File: src/rtl/pc_int_sequencer.sv
// Program counter, condition flag and prioritised, nestable interrupt sequencer for jacaranda-8.
// Define PC_SEQ_NESTING_EN for multi-level nesting and preemption; otherwise a single ISR level is used.
module pc_int_sequencer #(
  parameter int ADDR_W      = 8,
  parameter int N_IRQ       = 4,
  parameter int STACK_DEPTH = 2,
  parameter int VEC_STRIDE  = 4
) (
  input  logic              clock,
  input  logic              reset,
  input  logic              i_jmpEn,
  input  logic              i_jeEn,
  input  logic              i_ret,
  input  logic [ADDR_W-1:0] i_target,
  input  logic              i_flagWEn,
  input  logic              i_flagWData,
  input  logic              i_gie,
  input  logic [N_IRQ-1:0]  i_irqReq,
  input  logic [N_IRQ-1:0]  i_irqMask,
  input  logic [ADDR_W-1:0] i_vecBase,
  output logic [ADDR_W-1:0] o_pc,
  output logic              o_flag,
  output logic [N_IRQ-1:0]  o_intAck,
  output logic              o_inIsr,
  output logic [2:0]        o_depth,
  output logic              o_stackErr
);

`ifdef PC_SEQ_NESTING_EN
  localparam int EFF_DEPTH = STACK_DEPTH;
`else
  // Single-level mode ignores STACK_DEPTH; both arms of the select give one entry.
  localparam int EFF_DEPTH = (STACK_DEPTH > 1) ? 1 : 1;
`endif

  localparam int PW = $clog2(N_IRQ + 1);
  localparam int EW = ADDR_W + 1 + PW;
  localparam logic [ADDR_W-1:0] STRIDE_A = ADDR_W'(VEC_STRIDE);

  logic [ADDR_W-1:0] r_pc;
  logic              r_flag;
  logic [PW-1:0]     r_curPrio;
  logic [2:0]        r_depth;
  logic [N_IRQ-1:0]  r_intAck;
  logic              r_stackErr;
  logic [EW-1:0]     r_stack [EFF_DEPTH];

  logic [N_IRQ-1:0]  w_pending;
  logic [PW-1:0]     w_winner;
  logic              w_take;
  logic [ADDR_W-1:0] w_pcInc;
  logic [ADDR_W-1:0] w_nextPc;
  logic [ADDR_W-1:0] w_vecPc;
  logic [N_IRQ-1:0]  w_ackVec;
  logic [EW-1:0]     w_push;
  logic [EW-1:0]     w_top;

  assign w_pending = i_irqReq & i_irqMask;

  // Lowest pending index wins; N_IRQ means nothing pending and never beats cur_prio.
  always_comb begin
    w_winner = PW'(N_IRQ);
    for (int i = N_IRQ - 1; i >= 0; i--) begin
      if (w_pending[i]) w_winner = PW'(i);
    end
  end

  assign w_take   = i_gie & ~i_ret & (w_winner < r_curPrio) & (r_depth < 3'(EFF_DEPTH));
  assign w_pcInc  = r_pc + 1'b1;
  assign w_nextPc = (i_jmpEn | (i_jeEn & r_flag)) ? i_target : w_pcInc;
  assign w_vecPc  = i_vecBase + ADDR_W'(w_winner) * STRIDE_A;
  assign w_ackVec = N_IRQ'(1) << w_winner;
  assign w_push   = {w_nextPc, r_flag, r_curPrio};

  always_comb begin
    w_top = '0;
    for (int e = 0; e < EFF_DEPTH; e++) begin
      if (r_depth == 3'(e + 1)) w_top = r_stack[e];
    end
  end

  // Stack contents carry no reset; only the depth counter decides what is valid.
  always_ff @(posedge clock) begin
    if (w_take) begin
      for (int e = 0; e < EFF_DEPTH; e++) begin
        if (r_depth == 3'(e)) r_stack[e] <= w_push;
      end
    end
  end

  always_ff @(posedge clock or posedge reset) begin
    if (reset) begin
      r_pc       <= '0;
      r_flag     <= 1'b0;
      r_curPrio  <= PW'(N_IRQ);
      r_depth    <= '0;
      r_intAck   <= '0;
      r_stackErr <= 1'b0;
    end else begin
      r_intAck <= w_take ? w_ackVec : '0;
      if (w_take) begin
        r_pc      <= w_vecPc;
        r_flag    <= 1'b0;
        r_curPrio <= w_winner;
        r_depth   <= r_depth + 3'd1;
      end else if (i_ret) begin
        if (r_depth != 3'd0) begin
          r_pc      <= w_top[EW-1 -: ADDR_W];
          r_flag    <= w_top[PW];
          r_curPrio <= w_top[PW-1:0];
          r_depth   <= r_depth - 3'd1;
        end else begin
          r_pc       <= w_pcInc;
          r_stackErr <= 1'b1;
        end
      end else if (i_jeEn && !i_jmpEn) begin
        r_pc   <= r_flag ? i_target : w_pcInc;
        r_flag <= 1'b0;
      end else begin
        r_pc <= i_jmpEn ? i_target : w_pcInc;
        if (i_flagWEn) r_flag <= i_flagWData;
      end
    end
  end

  assign o_pc       = r_pc;
  assign o_flag     = r_flag;
  assign o_intAck   = r_intAck;
  assign o_depth    = r_depth;
  assign o_inIsr    = (r_depth != 3'd0);
  assign o_stackErr = r_stackErr;

endmodule
File: config.mk
export PLATFORM = sky130hd
export DESIGN_NAME = pc_int_sequencer
export DESIGN_NICKNAME = d
export VERILOG_FILES = /design/src/rtl/pc_int_sequencer.sv
export SDC_FILE = /design/constraint.sdc
export NUM_CORES = 1
export LEC_CHECK = 0
export ABC_AREA = 0
export ABC_CLOCK_PERIOD_IN_PS = 2000
export CAP_MARGIN = 30
export CORE_MARGIN = 2
export CORE_UTILIZATION = 44
export DETAILED_ROUTE_END_ITERATION = 7
export PLACE_DENSITY = 0.76
export SLEW_MARGIN = 20
export SYNTH_ARGS = -nofsm -noshare
export SYNTH_HDL_FRONTEND = slang
export SYNTH_SLANG_ARGS = --single-unit
export TNS_END_PERCENT = 20
File: constraint.sdc
create_clock -name clock -period 2 [get_ports clock]
set_input_delay 0.3 -clock clock [delete_from_list [all_inputs] [get_ports clock]]
set_output_delay 0.3 -clock clock [all_outputs]
set_load 0.02 [all_outputs]
==> Word level (Yosys, flattened, before mapping) <==
Memories as Yosys holds them, arrays and structs flattened.
Index checks and enable logic that the tools add are counted.
Widths: inputs -> output; s select.
{ "word_totals": {"elab_cells": 62, "n_memories": 1, "reg_bits": 20, "output_inout_bits": 18, "input_bits": 32, "ram_bits": 12} }
{ "classes": {"magnitude_cmp": 2, "addsub": 4, "muxes": 27, "shifts": 1, "eq_ne": 2, "bitwise_logic": 9, "n_reduce_logical": 10} }
{ "mem_list": {"columns": ["name", "depth", "word_bits", "read_ports", "rd_ports_with_merged_regs", "write_ports", "line", "rtl"], "rows": [
  ["r_stack", 1, 12, 1, 0, 1, "46", "logic [EW-1:0] r_stack [EFF_DEPTH];"]
]} }
{ "op_table": {"columns": ["cell", "count"], "rows": [
  ["$mux 8", 7],
  ["$mux 3", 10],
  ["$mux 12", 1],
  ["$add 8x1->8 const B", 1],
  ["$add 8x5->8", 1],
  ["$mux 1", 8],
  ["$and 1x1->1", 4],
  ["$and 4x4->4", 1],
  ["$mux 4", 1],
  ["$reduce_and 2->1", 2],
  ["$reduce_bool 2->1", 2],
  ["$reduce_bool 4->1", 1],
  ["$shl 1x3->4 const A", 1],
  ["$add 3x1->3 const B", 1],
  ["$eq 3x1->1 const B", 1],
  ["$logic_not 3->1", 1],
  ["$lt 3x1->1 const B", 1],
  ["$lt 3x3->1", 1],
  ["$ne 3x1->1 const B", 1],
  ["$not 1->1", 3],
  ["$reduce_and 3->1", 1],
  ["$reduce_bool 3->1", 1],
  ["$sub 3x1->3 const B", 1],
  ["$logic_and 1x1->1", 1],
  ["2 further kinds", 2]
]} }

==> Depth between registers and ports, before layout <==
{ "logic_depth": {"depth_word": 10, "mapped_depth": 11, "depth_no_buf": 11} }

==> Least setup slack after synthesis <==
OpenSTA, ideal clock, no wires.
{ "synth_path": {"kind": "input port to flip-flop", "from": "in i_irqReq[3]", "to": "mem r_stack[0][0] (netlist name), enable pin", "setup_time_ps": 380, "path_slack_ps": -670, "n_path_buf": 1, "t_arrival_ps": 2289, "stages": 8, "t_required_ps": 1620, "path_cell_list": "a22o_2 > and2b_2 > ha_1 > inv_1 > o2111ai_1 > a311o_1 > buf_6 > nor2_1"} }
{ "synth_between": {"elab_chain_cells": 10} }
{ "synth_lines": {"columns": ["item", "line", "rtl"], "rows": [
  ["from (decl)", "18", "input logic [N_IRQ-1:0] i_irqReq,"],
  ["$and 4x4->4", "58", "assign w_pending = i_irqReq & i_irqMask;"],
  ["$mux 3 (4 in series)", "64", "if (w_pending[i]) w_winner = PW'(i);"],
  ["$lt 3x3->1", "68", "assign w_take = i_gie & ~i_ret & (w_winner < r_curPrio) & (r_depth < 3'(EFF_DEPTH));"],
  ["$and 1x1->1 (2 in series)", "68", null],
  ["$mux 1", "84", "if (w_take) begin"],
  ["$mux 1 (implied by the code)", "86", "if (r_depth == 3'(e)) r_stack[e] <= w_push;"],
  ["to (decl)", "46", null]
]} }
Every way passes these cells.

==> Final worst setup path <==
{ "layout_path": {"from": "in i_irqMask[2]", "to": "reg r_curPrio[0]"} }
{ "layout_between": {"elab_chain_cells": 9, "word_cells_on_any_way": 11, "classes_between": "1 x order compare; 4 x mux; 3 x bitwise; 3 x reduce/logical"} }
{ "layout_lines": {"columns": ["item", "line", "rtl"], "rows": [
  ["from (decl)", "19", "input logic [N_IRQ-1:0] i_irqMask,"],
  ["$and 4x4->4 (*)", "58", null],
  ["$mux 3 (*) (3 in series)", "64", null],
  ["$lt 3x3->1", "68", null],
  ["$and 1x1->1 (2 in series)", "68", null],
  ["$reduce_bool 2->1 (no line)", null, null],
  ["$reduce_and 2->1 (no line)", null, null],
  ["to (signal assigned)", "95", "r_curPrio <= PW'(N_IRQ);"],
  ["to (signal assigned)", "104", "r_curPrio <= w_winner;"],
  ["to (signal assigned)", "110", "r_curPrio <= w_top[PW-1:0];"],
  ["to (decl)", "42", "logic [PW-1:0] r_curPrio;"]
]} }
Mark *: on every way between the ends. The rest lies on a longest branch, timed or not.
A chain may end at the register's enable or synchronous reset.

==> impl_metrics.ini <==
[synth]
ys.warnings.count = 0
ys_async_sr_fraction = 0.625
synth.area.top_cells = dfrtp_1 (24%), edfxtp_1 (18%), ha_1 (5.0%)
synth_top_area_frac = 0.238
syn_area_um2 = 2000
ys_seq_area_frac = 0.431
syn_avg_cell_area_um2 = 10.0
synth.largest_area_cell = dfrtp_1
synth_cell_type_count = 55
synth_nets = 240
synthCells = 199
ys_ff_latch = 32
ys.flop_type = dfrtp_1
synth-edff-count = 12

[detailed_routing]
avgRoutedWirePerCell_um = 15.4
drtPass1Iterations = 4
vias = 1869
ant_nets = 0
drc = 0
wl_mm = 5.30
vias_per_cell = 5.43
drt_iter0_drc = 68

[grt]
grt_pass1_vias = 1885
grt.total_usage = 0.220
grt_max_degree = 21
antenna_found_initial = 0
grt_first_pass_wirelength_mm = 8.67
grt-ovfl-total = 0

[power_and_ir_drop]
powerDensity_nw_per_um2 = 1020
power_uw = 3080
leakage_uw = 0.00129
vdd_drop_max_uv = 692

[run_status]
outcome = finished, final reports clean

[flow_run]
maxCapViolCount = 0

[layout]
fin_nets = 332
final_util = 0.693
drive_gt1_frac = 0.284
syn2layout_area_growth_pct = 50.9
antenna_cells = 0

[clock_network]
hold_buffers = 0
cts_buffers = 5
clk_path_buf_depth = 2
cts_max_level = 2
cts.clk_slew.worst_paths_ns = 0.07
cts_sinks = 32
clock-root-buffer = clkbuf_8
cts_tree = built
clkLatencyLatePin_ns = 0.29

[timing]
setup_viol = 0
fin_skew_ns = 0.00685
clock.fmax_ghz = 0.516
final.min_clock_period_ns = 1.94
timing.final.ws_setup_ns = 0.0614
timing.slew.headroom = 0.757
fin_hold_ws_ns = 0.326
rsz0062_at_grt = true
period_share = 0.969
worstMarginPinSlew_ns = 0.362
slew_viol_final = 0
tns_ns = 0
hold_viol = 0

[place]
dp_hpwl_mm = 3.94
io_buffers = 49
place.gp.congestion = 0.838
place_ws_ns = -0.776

[worst_setup_path]
worstPathArrival_ns = 2.14
start_kind = input pin
path_class = input pin to flop
worstPathMaxFanout = 3
reg2reg_slack_ns = 0.15
reg2reg_depth = 6
cp_cell_sequence = buf_6 > and2_4 > or2_4 > a22oi_2 > buf_4 > buf_4 > buf_4 > buf_4 > buf_4 > buf_4 > buf_4 > buf_4 > buf_4 > buf_4 > nor2_1 > a31oi_1
crit_slowest_cell = or2_4
worst-path-buf-inv = 11
path_common_cell = buf_4
endpoint_kind = flop
required_ns = 2.20
r2r-start = r_curPrio[1]
crit_family = buffers and inverters
slowest_delay_ns = 0.24
regToRegEndpoint = r_stack[0][11]

[min_path]
hold_start = i_irqMask[0]
holdPathStages = 3
min_path_type = input pin to flop
min_to = o_intAck[1]

[floorplan]
fp.dieW_um = 71.4
start_util = 0.459
die-height_um = 71.4
core_area_um2 = 4350
io_pins = 50
die_area_um2 = 5100
rows = 24
[cell usage after synthesis (2+ instances only)]
cell type,count
xnor2_1,3
o211ai_1,2
nand2b_1,3
xor2_1,5
o31ai_1,2
dfrtp_1,19
mux2i_1,6
a21oi_1,10
nand4_1,2
nand3_1,9
nor2b_1,7
buf_6,2
nand3b_1,2
ha_1,8
inv_1,9
a21o_1,2
and3_1,2
a211oi_1,4
clkbuf_1,3
and2_1,2
nor3_1,2
o2bb2ai_1,3
and4_1,2
o2111ai_1,2
nor3_2,2
a221oi_1,2
edfxtp_1,12
nand2_1,23
nor2_1,15
o21ai_0,8
a31oi_1,2
[layout by cell type, fill, tap and decap left out, types with 2 or more instances in the layout]
| cell | Yosys | layout |
|---|---|---|
| clkdlybuf4s50_1 | 0 | 40 |
| buf_4 | 1 | 40 |
| nand2_1 | 23 | 23 |
| dfrtp_1 | 19 | 19 |
| nor2_1 | 15 | 14 |
| edfxtp_1 | 12 | 12 |
| a21oi_1 | 10 | 10 |
| nand3_1 | 9 | 9 |
| buf_6 | 2 | 9 |
| inv_1 | 9 | 8 |
| o21ai_0 | 8 | 7 |
| nor2b_1 | 7 | 6 |
| mux2i_1 | 6 | 6 |
| ha_1 | 8 | 6 |
| xor2_1 | 5 | 5 |
| clkbuf_8 | 0 | 5 |
| a211oi_1 | 4 | 4 |
| nor3_2 | 2 | 3 |
| nand2b_1 | 3 | 3 |
| xnor2_1 | 3 | 3 |
| o2bb2ai_1 | 3 | 3 |
| a21o_1 | 2 | 2 |
| a22o_4 | 1 | 2 |
| a31oi_1 | 2 | 2 |
| o21ai_1 | 1 | 2 |
| nand4_1 | 2 | 2 |
| nand3b_1 | 2 | 2 |
| o31ai_1 | 2 | 2 |
| and4_1 | 2 | 2 |
| a221oi_1 | 2 | 2 |
| o211ai_1 | 2 | 2 |
| buf_2 | 1 | 2 |
[flip-flops by register name, summed over array words and instances, names as in the netlist]
name        count
o_stackErr      1
o_intAck        4
r_curPrio       3
o_depth         3
r_stack        12
o_flag          1
o_pc            8
[repair_timing]
item | in CTS | in global routing
resized for setup | 48 | 5
pin swaps | 11 | 9
endpoints found under the setup margin | 31 | 16
buffers inserted | 12 | 0
[logic make-up (layout without fill, tap and decap cells)]
group | after synthesis | count (layout) | share of synthesized area
AOI/OAI and AO/OA | 50 | 50 | 0.197
DFF | 32 | 32 | 0.431
and+or+nand+nor | 76 | 76 | 0.197
buffers and inverters | 17 | 110 | 0.0419
xor gates and xnor gates | 8 | 8 | 0.0351
muxes | 7 | 7 | 0.0376
adders and majority gates | 9 | 9 | 0.0601
[metal layers]
metal  global-route usage  vias to the layer above  wire, um
met5                    0                        -         0
met3               0.0422                       16       267
met1                0.259                      881      2180
li1                     -                      913         -
met2                0.399                       59      2690
met4               0.0797                        0       155
[report_power, final]
part | total [uW] | switching (uW) | leakage, uW | internal [uW]
Clock | 614 | 246 | 0.0000541 | 368
Sequential | 999 | 161 | 0.000363 | 838
Combinational | 1460 | 743 | 0.000878 | 720
[worst reg2reg max path, cell delays in order, from the launching register on]
cell	delay, ns
dfrtp_1	0.37
inv_1	0.13
ha_4	0.22
a21o_1	0.17
a311o_1	0.39
nor2_4	0.16
buf_6	0.14
[how the worst max path moves through the flow]
stage	start	to	depth (start not counted)	slack (ns)
floorplan	i_irqReq[1]	r_stack[0][0]	7	-0.25
global placement	i_irqReq[2]	o_pc[6]	12	-0.67
detailed placement	i_irqReq[2]	o_pc[6]	12	-0.78
CTS	i_irqReq[3]	r_stack[0][11]	8	-0.01
global route	i_irqMask[2]	o_pc[6]	12	-0.03
finish	i_irqMask[2]	r_curPrio[0]	16	0.06
[cell type report]
type / count / area (um2)
fillers: 328 / 1340
multi-input cells: 150 / 1120
inverters: 10 / 37.5
repair buffers: 92 / 821
well taps: 52 / 65.1
clock inverters: 3 / 42.5
clock buffers: 5 / 68.8
flip-flops and latches: 32 / 862
[metrics by stage]
step           area [um2]  std cells
6_report             3020        344
5_1_grt              3020        344
4_1_cts              3000        345
3_5_place_dp         2780        325
3_3_place_gp         2780        325
2_1_floorplan        2030        199
(Power assumes the default switching activity.)
